==> config.mk <==
export PLATFORM = sky130hd
export DESIGN_NAME = sys_bus_arbiter_flat
export DESIGN_NICKNAME = d
export VERILOG_FILES = /design/src/rtl/sys_bus_arbiter_pkg.sv /design/src/rtl/sys_bus_arbiter_if.sv /design/src/rtl/sys_bus_arbiter_rr_pick.sv /design/src/rtl/sys_bus_arbiter.sv /design/src/flat_wrapper.sv
export SDC_FILE = /design/constraint.sdc
export NUM_CORES = 1
export LEC_CHECK = 0
export CAP_MARGIN = 25
export CORE_MARGIN = 2
export CORE_UTILIZATION = 44
export CTS_BUF_LIST = sky130_fd_sc_hd__clkbuf_4 sky130_fd_sc_hd__clkbuf_8 sky130_fd_sc_hd__clkbuf_16
export CTS_CLUSTER_DIAMETER = 40
export DETAILED_ROUTE_END_ITERATION = 16
export PLACE_DENSITY = 0.95
export SETUP_SLACK_MARGIN = 0.5
export SLEW_MARGIN = 20
export SYNTH_ARGS = -nofsm -noshare
export SYNTH_HDL_FRONTEND = slang
export SYNTH_HIERARCHICAL = 1
export SYNTH_SLANG_ARGS = --single-unit
==> constraint.sdc <==
create_clock -name clk -period 3.45 [get_ports clk]
set_clock_uncertainty 0.05 [all_clocks]
set_input_delay 1.035 -clock clk [delete_from_list [all_inputs] [get_ports clk]]
set_output_delay 1.035 -clock clk [all_outputs]
set_load 0.02 [all_outputs]
==> src/rtl/sys_bus_arbiter_pkg.sv <==
// Shared types and constants for the system bus arbiter slice.
package bus_pkg;

    // Access size encoding on sys_bus.size; 2'b11 has no legal meaning.
    typedef enum logic [1:0] {
        BYTE = 2'b00,
        HALF = 2'b01,
        WORD = 2'b10
    } size_t;

    // Arbiter transaction phases.
    typedef enum logic [1:0] {
        IDLE   = 2'b00,
        ACCESS = 2'b01,
        RESP   = 2'b10
    } arb_state_t;

    localparam logic [1:0] SIZE_ILLEGAL = 2'b11;

    // A request is unusable when it asks for both or neither direction,
    // or carries the reserved size code.
    function automatic logic req_illegal(input logic rd, input logic wr,
                                         input logic [1:0] size);
        return (rd == wr) || (size == SIZE_ILLEGAL);
    endfunction

endpackage

==> src/rtl/sys_bus_arbiter_if.sv <==
// Shared system bus: one primary drives strobes/address/data, one
// secondary answers with rdata/error by the last strobe cycle.
interface sys_bus #(
    parameter int unsigned WIDTH = 32
) (
    input logic clk
);

    logic             rd;
    logic             wr;
    logic [1:0]       size;
    logic [WIDTH-1:0] addr;
    logic [WIDTH-1:0] wdata;
    logic [WIDTH-1:0] rdata;
    logic             error;

    modport primary (
        input  rdata, error,
        output rd, wr, size, addr, wdata
    );

    modport secondary (
        input  clk, rd, wr, size, addr, wdata,
        output rdata, error
    );

endinterface

==> src/rtl/sys_bus_arbiter_rr_pick.sv <==
// Combinational round-robin selector: searches from last+1 upward,
// wrapping modulo N, and returns the first active requester.
module rr_pick #(
    parameter int unsigned N  = 2,
    parameter int unsigned IW = (N > 1) ? $clog2(N) : 1
) (
    input  logic [N-1:0]  req_i,
    input  logic [IW-1:0] last_i,
    output logic [N-1:0]  gnt_o,
    output logic [IW-1:0] idx_o,
    output logic          valid_o
);

    int unsigned   cand;
    logic [IW-1:0] ci;

    // Walk the N candidates in priority order; first hit wins.
    always_comb begin
        gnt_o   = '0;
        idx_o   = '0;
        valid_o = 1'b0;
        cand    = 0;
        ci      = '0;
        for (int unsigned k = 1; k <= N; k++) begin
            cand = (32'(last_i) + k) % N;
            ci   = IW'(cand);
            if (!valid_o && req_i[ci]) begin
                valid_o   = 1'b1;
                gnt_o[ci] = 1'b1;
                idx_o     = ci;
            end
        end
    end

endmodule

==> src/rtl/sys_bus_arbiter.sv <==
// Round-robin arbiter sharing one sys_bus primary port between NUM_REQ
// requesters. One transaction in flight: latch winner, hold the bus for
// WAIT_CYCLES+1 cycles, capture the response, pulse done to the winner.
module sys_bus_arbiter
    import bus_pkg::*;
#(
    parameter int unsigned WIDTH       = 32,
    parameter int unsigned NUM_REQ     = 2,
    parameter int unsigned WAIT_CYCLES = 0
) (
    input  logic                     clk,
    input  logic                     rst_n,
    input  logic [NUM_REQ-1:0]       m_req,
    input  logic [NUM_REQ-1:0]       m_wr,
    input  logic [NUM_REQ-1:0]       m_rd,
    input  logic [2*NUM_REQ-1:0]     m_size,
    input  logic [NUM_REQ*WIDTH-1:0] m_addr,
    input  logic [NUM_REQ*WIDTH-1:0] m_wdata,
    output logic [NUM_REQ-1:0]       m_gnt,
    output logic [NUM_REQ-1:0]       m_done,
    output logic [WIDTH-1:0]         m_rdata,
    output logic                     m_error,
    sys_bus.primary                  bus
);

    localparam int unsigned   IW       = (NUM_REQ > 1) ? $clog2(NUM_REQ) : 1;
    localparam logic [IW-1:0] LAST_RST = IW'(NUM_REQ - 1);
    localparam logic [3:0]    WAIT_END = 4'(WAIT_CYCLES);

    arb_state_t         state_q, state_d;
    logic [IW-1:0]      last_q, last_d;
    logic [NUM_REQ-1:0] gnt_q, gnt_d;
    logic [NUM_REQ-1:0] done_q, done_d;
    logic               wr_q, wr_d;
    logic               rd_q, rd_d;
    logic               illegal_q, illegal_d;
    logic [1:0]         size_q, size_d;
    logic [WIDTH-1:0]   addr_q, addr_d;
    logic [WIDTH-1:0]   wdata_q, wdata_d;
    logic [3:0]         wait_q, wait_d;
    logic [WIDTH-1:0]   rdata_q, rdata_d;
    logic               error_q, error_d;

    logic [NUM_REQ-1:0] pick_gnt;
    logic [IW-1:0]      pick_idx;
    logic               pick_valid;

    logic               win_wr;
    logic               win_rd;
    logic [1:0]         win_size;
    logic [WIDTH-1:0]   win_addr;
    logic [WIDTH-1:0]   win_wdata;

    rr_pick #(
        .N  (NUM_REQ),
        .IW (IW)
    ) u_pick (
        .req_i   (m_req),
        .last_i  (last_q),
        .gnt_o   (pick_gnt),
        .idx_o   (pick_idx),
        .valid_o (pick_valid)
    );

    // Route the current round-robin winner's request fields.
    always_comb begin
        win_wr    = 1'b0;
        win_rd    = 1'b0;
        win_size  = '0;
        win_addr  = '0;
        win_wdata = '0;
        for (int unsigned i = 0; i < NUM_REQ; i++) begin
            if (pick_gnt[i]) begin
                win_wr    = m_wr[i];
                win_rd    = m_rd[i];
                win_size  = m_size[2*i +: 2];
                win_addr  = m_addr[WIDTH*i +: WIDTH];
                win_wdata = m_wdata[WIDTH*i +: WIDTH];
            end
        end
    end

    // Next-state and datapath updates for the transaction FSM.
    always_comb begin
        state_d   = state_q;
        last_d    = last_q;
        gnt_d     = gnt_q;
        done_d    = '0;
        wr_d      = wr_q;
        rd_d      = rd_q;
        illegal_d = illegal_q;
        size_d    = size_q;
        addr_d    = addr_q;
        wdata_d   = wdata_q;
        wait_d    = wait_q;
        rdata_d   = rdata_q;
        error_d   = error_q;
        unique case (state_q)
            IDLE: begin
                if (pick_valid) begin
                    state_d   = ACCESS;
                    last_d    = pick_idx;
                    gnt_d     = pick_gnt;
                    wr_d      = win_wr;
                    rd_d      = win_rd;
                    illegal_d = req_illegal(win_rd, win_wr, win_size);
                    size_d    = win_size;
                    addr_d    = win_addr;
                    wdata_d   = win_wdata;
                    wait_d    = '0;
                end
            end
            ACCESS: begin
                wait_d = wait_q + 4'd1;
                if (wait_q == WAIT_END) begin
                    state_d = RESP;
                    done_d  = gnt_q;
                    rdata_d = illegal_q ? '0 : bus.rdata;
                    error_d = illegal_q | bus.error;
                end
            end
            RESP: begin
                state_d = IDLE;
                gnt_d   = '0;
            end
            default: begin
                state_d = IDLE;
                gnt_d   = '0;
            end
        endcase
    end

    // State and latch registers; reset drops any in-flight transaction.
    always_ff @(posedge clk or negedge rst_n) begin
        if (!rst_n) begin
            state_q   <= IDLE;
            last_q    <= LAST_RST;
            gnt_q     <= '0;
            done_q    <= '0;
            wr_q      <= 1'b0;
            rd_q      <= 1'b0;
            illegal_q <= 1'b0;
            size_q    <= '0;
            addr_q    <= '0;
            wdata_q   <= '0;
            wait_q    <= '0;
            rdata_q   <= '0;
            error_q   <= 1'b0;
        end else begin
            state_q   <= state_d;
            last_q    <= last_d;
            gnt_q     <= gnt_d;
            done_q    <= done_d;
            wr_q      <= wr_d;
            rd_q      <= rd_d;
            illegal_q <= illegal_d;
            size_q    <= size_d;
            addr_q    <= addr_d;
            wdata_q   <= wdata_d;
            wait_q    <= wait_d;
            rdata_q   <= rdata_d;
            error_q   <= error_d;
        end
    end

    // Bus is driven only from latched request state, and only in ACCESS;
    // an illegal request keeps both strobes low.
    assign bus.rd    = (state_q == ACCESS) && rd_q && !illegal_q;
    assign bus.wr    = (state_q == ACCESS) && wr_q && !illegal_q;
    assign bus.size  = (state_q == ACCESS) ? size_q  : '0;
    assign bus.addr  = (state_q == ACCESS) ? addr_q  : '0;
    assign bus.wdata = (state_q == ACCESS) ? wdata_q : '0;

    assign m_gnt   = gnt_q;
    assign m_done  = done_q;
    assign m_rdata = rdata_q;
    assign m_error = error_q;

endmodule
==> src/flat_wrapper.sv <==
// flat-port wrapper written by rule: the top's interface ports become plain ports
module sys_bus_arbiter_flat import bus_pkg::*;
#(
    parameter int unsigned WIDTH       = 32,
    parameter int unsigned NUM_REQ     = 2,
    parameter int unsigned WAIT_CYCLES = 0
)
  (clk, rst_n, m_req, m_wr, m_rd, m_size, m_addr, m_wdata, m_gnt, m_done, m_rdata, m_error, bus_rdata, bus_error, bus_rd, bus_wr, bus_size, bus_addr, bus_wdata);
  sys_bus #(.WIDTH(WIDTH)) bus_i (.clk(clk));
  input  logic clk;
  input  logic rst_n;
  input  logic [NUM_REQ-1:0] m_req;
  input  logic [NUM_REQ-1:0] m_wr;
  input  logic [NUM_REQ-1:0] m_rd;
  input  logic [2*NUM_REQ-1:0] m_size;
  input  logic [NUM_REQ*WIDTH-1:0] m_addr;
  input  logic [NUM_REQ*WIDTH-1:0] m_wdata;
  output logic [NUM_REQ-1:0] m_gnt;
  output logic [NUM_REQ-1:0] m_done;
  output logic [WIDTH-1:0] m_rdata;
  output logic m_error;
  input wire logic [$bits(bus_i.rdata)-1:0] bus_rdata;
  input wire logic [$bits(bus_i.error)-1:0] bus_error;
  output wire logic [$bits(bus_i.rd)-1:0] bus_rd;
  output wire logic [$bits(bus_i.wr)-1:0] bus_wr;
  output wire logic [$bits(bus_i.size)-1:0] bus_size;
  output wire logic [$bits(bus_i.addr)-1:0] bus_addr;
  output wire logic [$bits(bus_i.wdata)-1:0] bus_wdata;
  assign bus_i.rdata = bus_rdata;
  assign bus_i.error = bus_error;
  assign bus_rd = bus_i.rd;
  assign bus_wr = bus_i.wr;
  assign bus_size = bus_i.size;
  assign bus_addr = bus_i.addr;
  assign bus_wdata = bus_i.wdata;
  sys_bus_arbiter #(.WIDTH(WIDTH), .NUM_REQ(NUM_REQ), .WAIT_CYCLES(WAIT_CYCLES)) u_core (.clk(clk), .rst_n(rst_n), .m_req(m_req), .m_wr(m_wr), .m_rd(m_rd), .m_size(m_size), .m_addr(m_addr), .m_wdata(m_wdata), .m_gnt(m_gnt), .m_done(m_done), .m_rdata(m_rdata), .m_error(m_error), .bus(bus_i));
endmodule
==> metrics <==
num ports around 280; outcome completed; DRC viols 0; Detailed Place HPWL 11.9 mm; Slew HR 65.2%; initial antenna violation count 0; largest net degree at the start of global routing 76; Worst-Margin Slew between 500 and 600 ps; CP max-delay cell clkdlybuf4s50_1; RR Endpoint u_core/m_rdata[12]$_DFFE_PN0P_; clk buf depth 2; share of cells above drive strength 1 11.3%; Setup TNS 0 ps; H-tree Lvls 4; Final Net Count 984; Crit path depth 4; final setup margin 317 ps; RSZ-0062 raised after global routing true; Post-synth ARST share 100%; clk root buf clkbuf_16; WL/cell around 17 microns; crit-path max FO 38; critical path class reg -> out; CP max stage delay 600 ps; Worst-Skew Late Latency 400 ps; final instance area 0.00928 sq mm; Total Die Area roughly 0.013 sq mm; Startpoint Class flop; crit path DAT about 2100 ps; height of the die 116 microns; cts bufs inserted 17; Max Cap Violations 0; port buffer count 277; dominant synthesized flop cell dfrtp_1; TritonCTS Sinks approximately 110; diodes inserted 0; count leader, synth nor2_1; vias in the first global route 5033; post-synth net total slightly above 700; synth unique cells 36; Post-synth EDFFs 0; Mapped Cells 547; #FFs+latches synth 113; Die W 116 microns; Synth Warn # 6; largest cells by area after synthesis dfrtp_1 51%, a221oi_1 9.3%, nor2_1 9.2%, and2_1 7.6%, mux2_2 6.5%; worst r2r path cells 6; Cell Rows 40; gr usage total 24.8%; CTS tree done; crit path capture type output pin; GP Congestion 0.777; Post-synth top cells 136 x nor2_1, 112 x dfrtp_1, 67 x and2_1, 59 x a221oi_1, 34 x nor2b_1; First-pass DRT Iterations 4; Final Max Tran Viols 0; placed cell area 0.00848 sq mm; non-filler instance count after layout 990; crit path to bus_addr[13]; crit path buf inv count 2; dpl ws 404 ps; Pleak 4.58 nW; clock period minus worst slack approximately 3100 ps; worst r2r src u_core/wait_q[0]$_DFFE_PN0P_; core area around 0.012 sq mm; Setup violations, final 0; via density per instance 5.14; Initial Util 45.5%; leading area contributor after synthesis dfrtp_1; Area Growth Syn to Fin 67.7%; sequential share of the synthesized area 51.1%; cell area power density 861 mW/mm^2; period utilization 90.8%; Syn Area/Cell 10.1 sq um; Post-DRT Antenna Nets 0; Worst EP required 2360 ps; first-pass GRT wire length ~26 mm; Crit path max-delay family buffers and inverters; Setup crit start u_core/state_q[1]$_DFFE_PN0P_; Fin. Hold Viols 0; Worst-path clk slew around 50 ps; Hold WC Path Type reg -> reg; via count between 5000 and 6000; VDD IR-drop max between 0.0004 and 0.0005 V; Post-CTS Setup Inserts 0; GR Overflow Total 0; Placed Instances between 900 and 1000; crit path cell chain nor2b_4, buf_12, and2_1, clkdlybuf4s50_1; Synth Cell Area approximately 0.0055 sq mm; reg2reg setup slack 1170 ps; DRT iter0 DRCs 363; Peak Freq 319 MHz; share of the synthesized area in the top cell type 50.7%; final wirelength 17.1 mm
[cells by family (layout without fill, tap and decap cells)]
family | after synthesis | after routing | synth area share, %
AND/OR/NAND/NOR | 263 | 263 | 23.4
flip-flops | 113 | 113 | 51.1
AO/OA/AOI/OAI | 80 | 80 | 12.7
buffers and inverters | 50 | 325 | 4.55
multiplexers | 36 | 36 | 7.26
XOR/XNOR | 3 | 3 | 0.475
adder cells (fa/ha/maj) | 2 | 2 | 0.452
[cell usage in the layout, fill, tap and decap left out, drive strengths merged, types with 14 or more instances in the layout]
master,netlist,layout
nor2b,34,34
dlymetal6s2s,0,51
buf,25,14
and2,67,67
clkbuf,22,22
mux2,33,33
clkdlybuf4s50,0,213
dfrtp,112,112
a221oi,65,65
nor2,136,136
[worst min path at each step]
| stage | start | end | depth (start not counted) |
|---|---|---|---|
| finish | u_core/m_rdata[23]$_DFFE_PN0P_ | u_core/m_rdata[23]$_DFFE_PN0P_ | 1 |
| global route | u_core/m_rdata[23]$_DFFE_PN0P_ | u_core/m_rdata[23]$_DFFE_PN0P_ | 1 |
| CTS | u_core/m_rdata[23]$_DFFE_PN0P_ | u_core/m_rdata[23]$_DFFE_PN0P_ | 1 |
| detailed placement | u_core/m_rdata[23]$_DFFE_PN0P_ | u_core/m_rdata[23]$_DFFE_PN0P_ | 1 |
| global placement | u_core/m_rdata[23]$_DFFE_PN0P_ | u_core/m_rdata[23]$_DFFE_PN0P_ | 1 |
| floorplan | u_core/last_q$_DFFE_PN1P_ | u_core/last_q$_DFFE_PN1P_ | 2 |
[through the flow]
stage | hold WS (ps) | util (%) | power (mW)
2_1_floorplan | 400 | - | 4.47
6_report | 439 | 76.3 | 7.98
3_3_place_gp | 418 | 69.7 | 6.00
4_1_cts | 438 | 75.1 | 8.08
5_1_grt | 452 | 76.3 | 8.47
3_5_place_dp | 426 | 69.7 | 6.13
[state kept, by name, indices dropped and copies added (netlist names), 2 cells and up]
register,flops
u_core/m_gnt,2
u_core/wdata_q,32
u_core/m_rdata,32
u_core/size_q,2
u_core/m_done,2
u_core/state_q,2
u_core/wait_q,4
u_core/addr_q,32
[layer usage]
| metal | vias up | global-route usage (%) | routed length (microns) |
|---|---|---|---|
| met4 | 0 | 9.60 | 350 |
| met2 | 234 | 43.4 | 9050 |
| met1 | 2409 | 28.7 | 6230 |
| met3 | 26 | 7.73 | 1430 |
| met5 | - | 0 | 0 |
| li1 | 2415 | - | - |
[worst register-to-register path: stages (launching register included)]
cell and delay, ps:
dfrtp_1 420, inv_1 80, ha_1 130, nor3b_2 300, and2_1 380, buf_4 400, mux2_2 410
[power breakdown]
group | internal, mW | total, mW | leakage (nW) | switching [mW]
Sequential | 1.89 | 2.18 | 1.38 | 0.289
Clock | 1.33 | 1.95 | 0.320 | 0.615
Combinational | 1.80 | 3.86 | 2.88 | 2.06
[timing repair]
item	in CTS	in global routing
hold endpoints to repair	0	0
setup endpoints to repair	68	67
gates resized for setup	14	64
hold buffers	0	0
pin swaps	0	0
[cell type report]
cell class / count / area, sq um
fill: 791 / 2880
timing repair buffer: 290 / 3080
multi-input combinational: 384 / 2480
tap: 168 / 210
clock inverter: 12 / 205
clock buffer: 20 / 460
inverter: 3 / 11.3
sequential: 113 / 2830
Power figures use the tool's default switching activity.
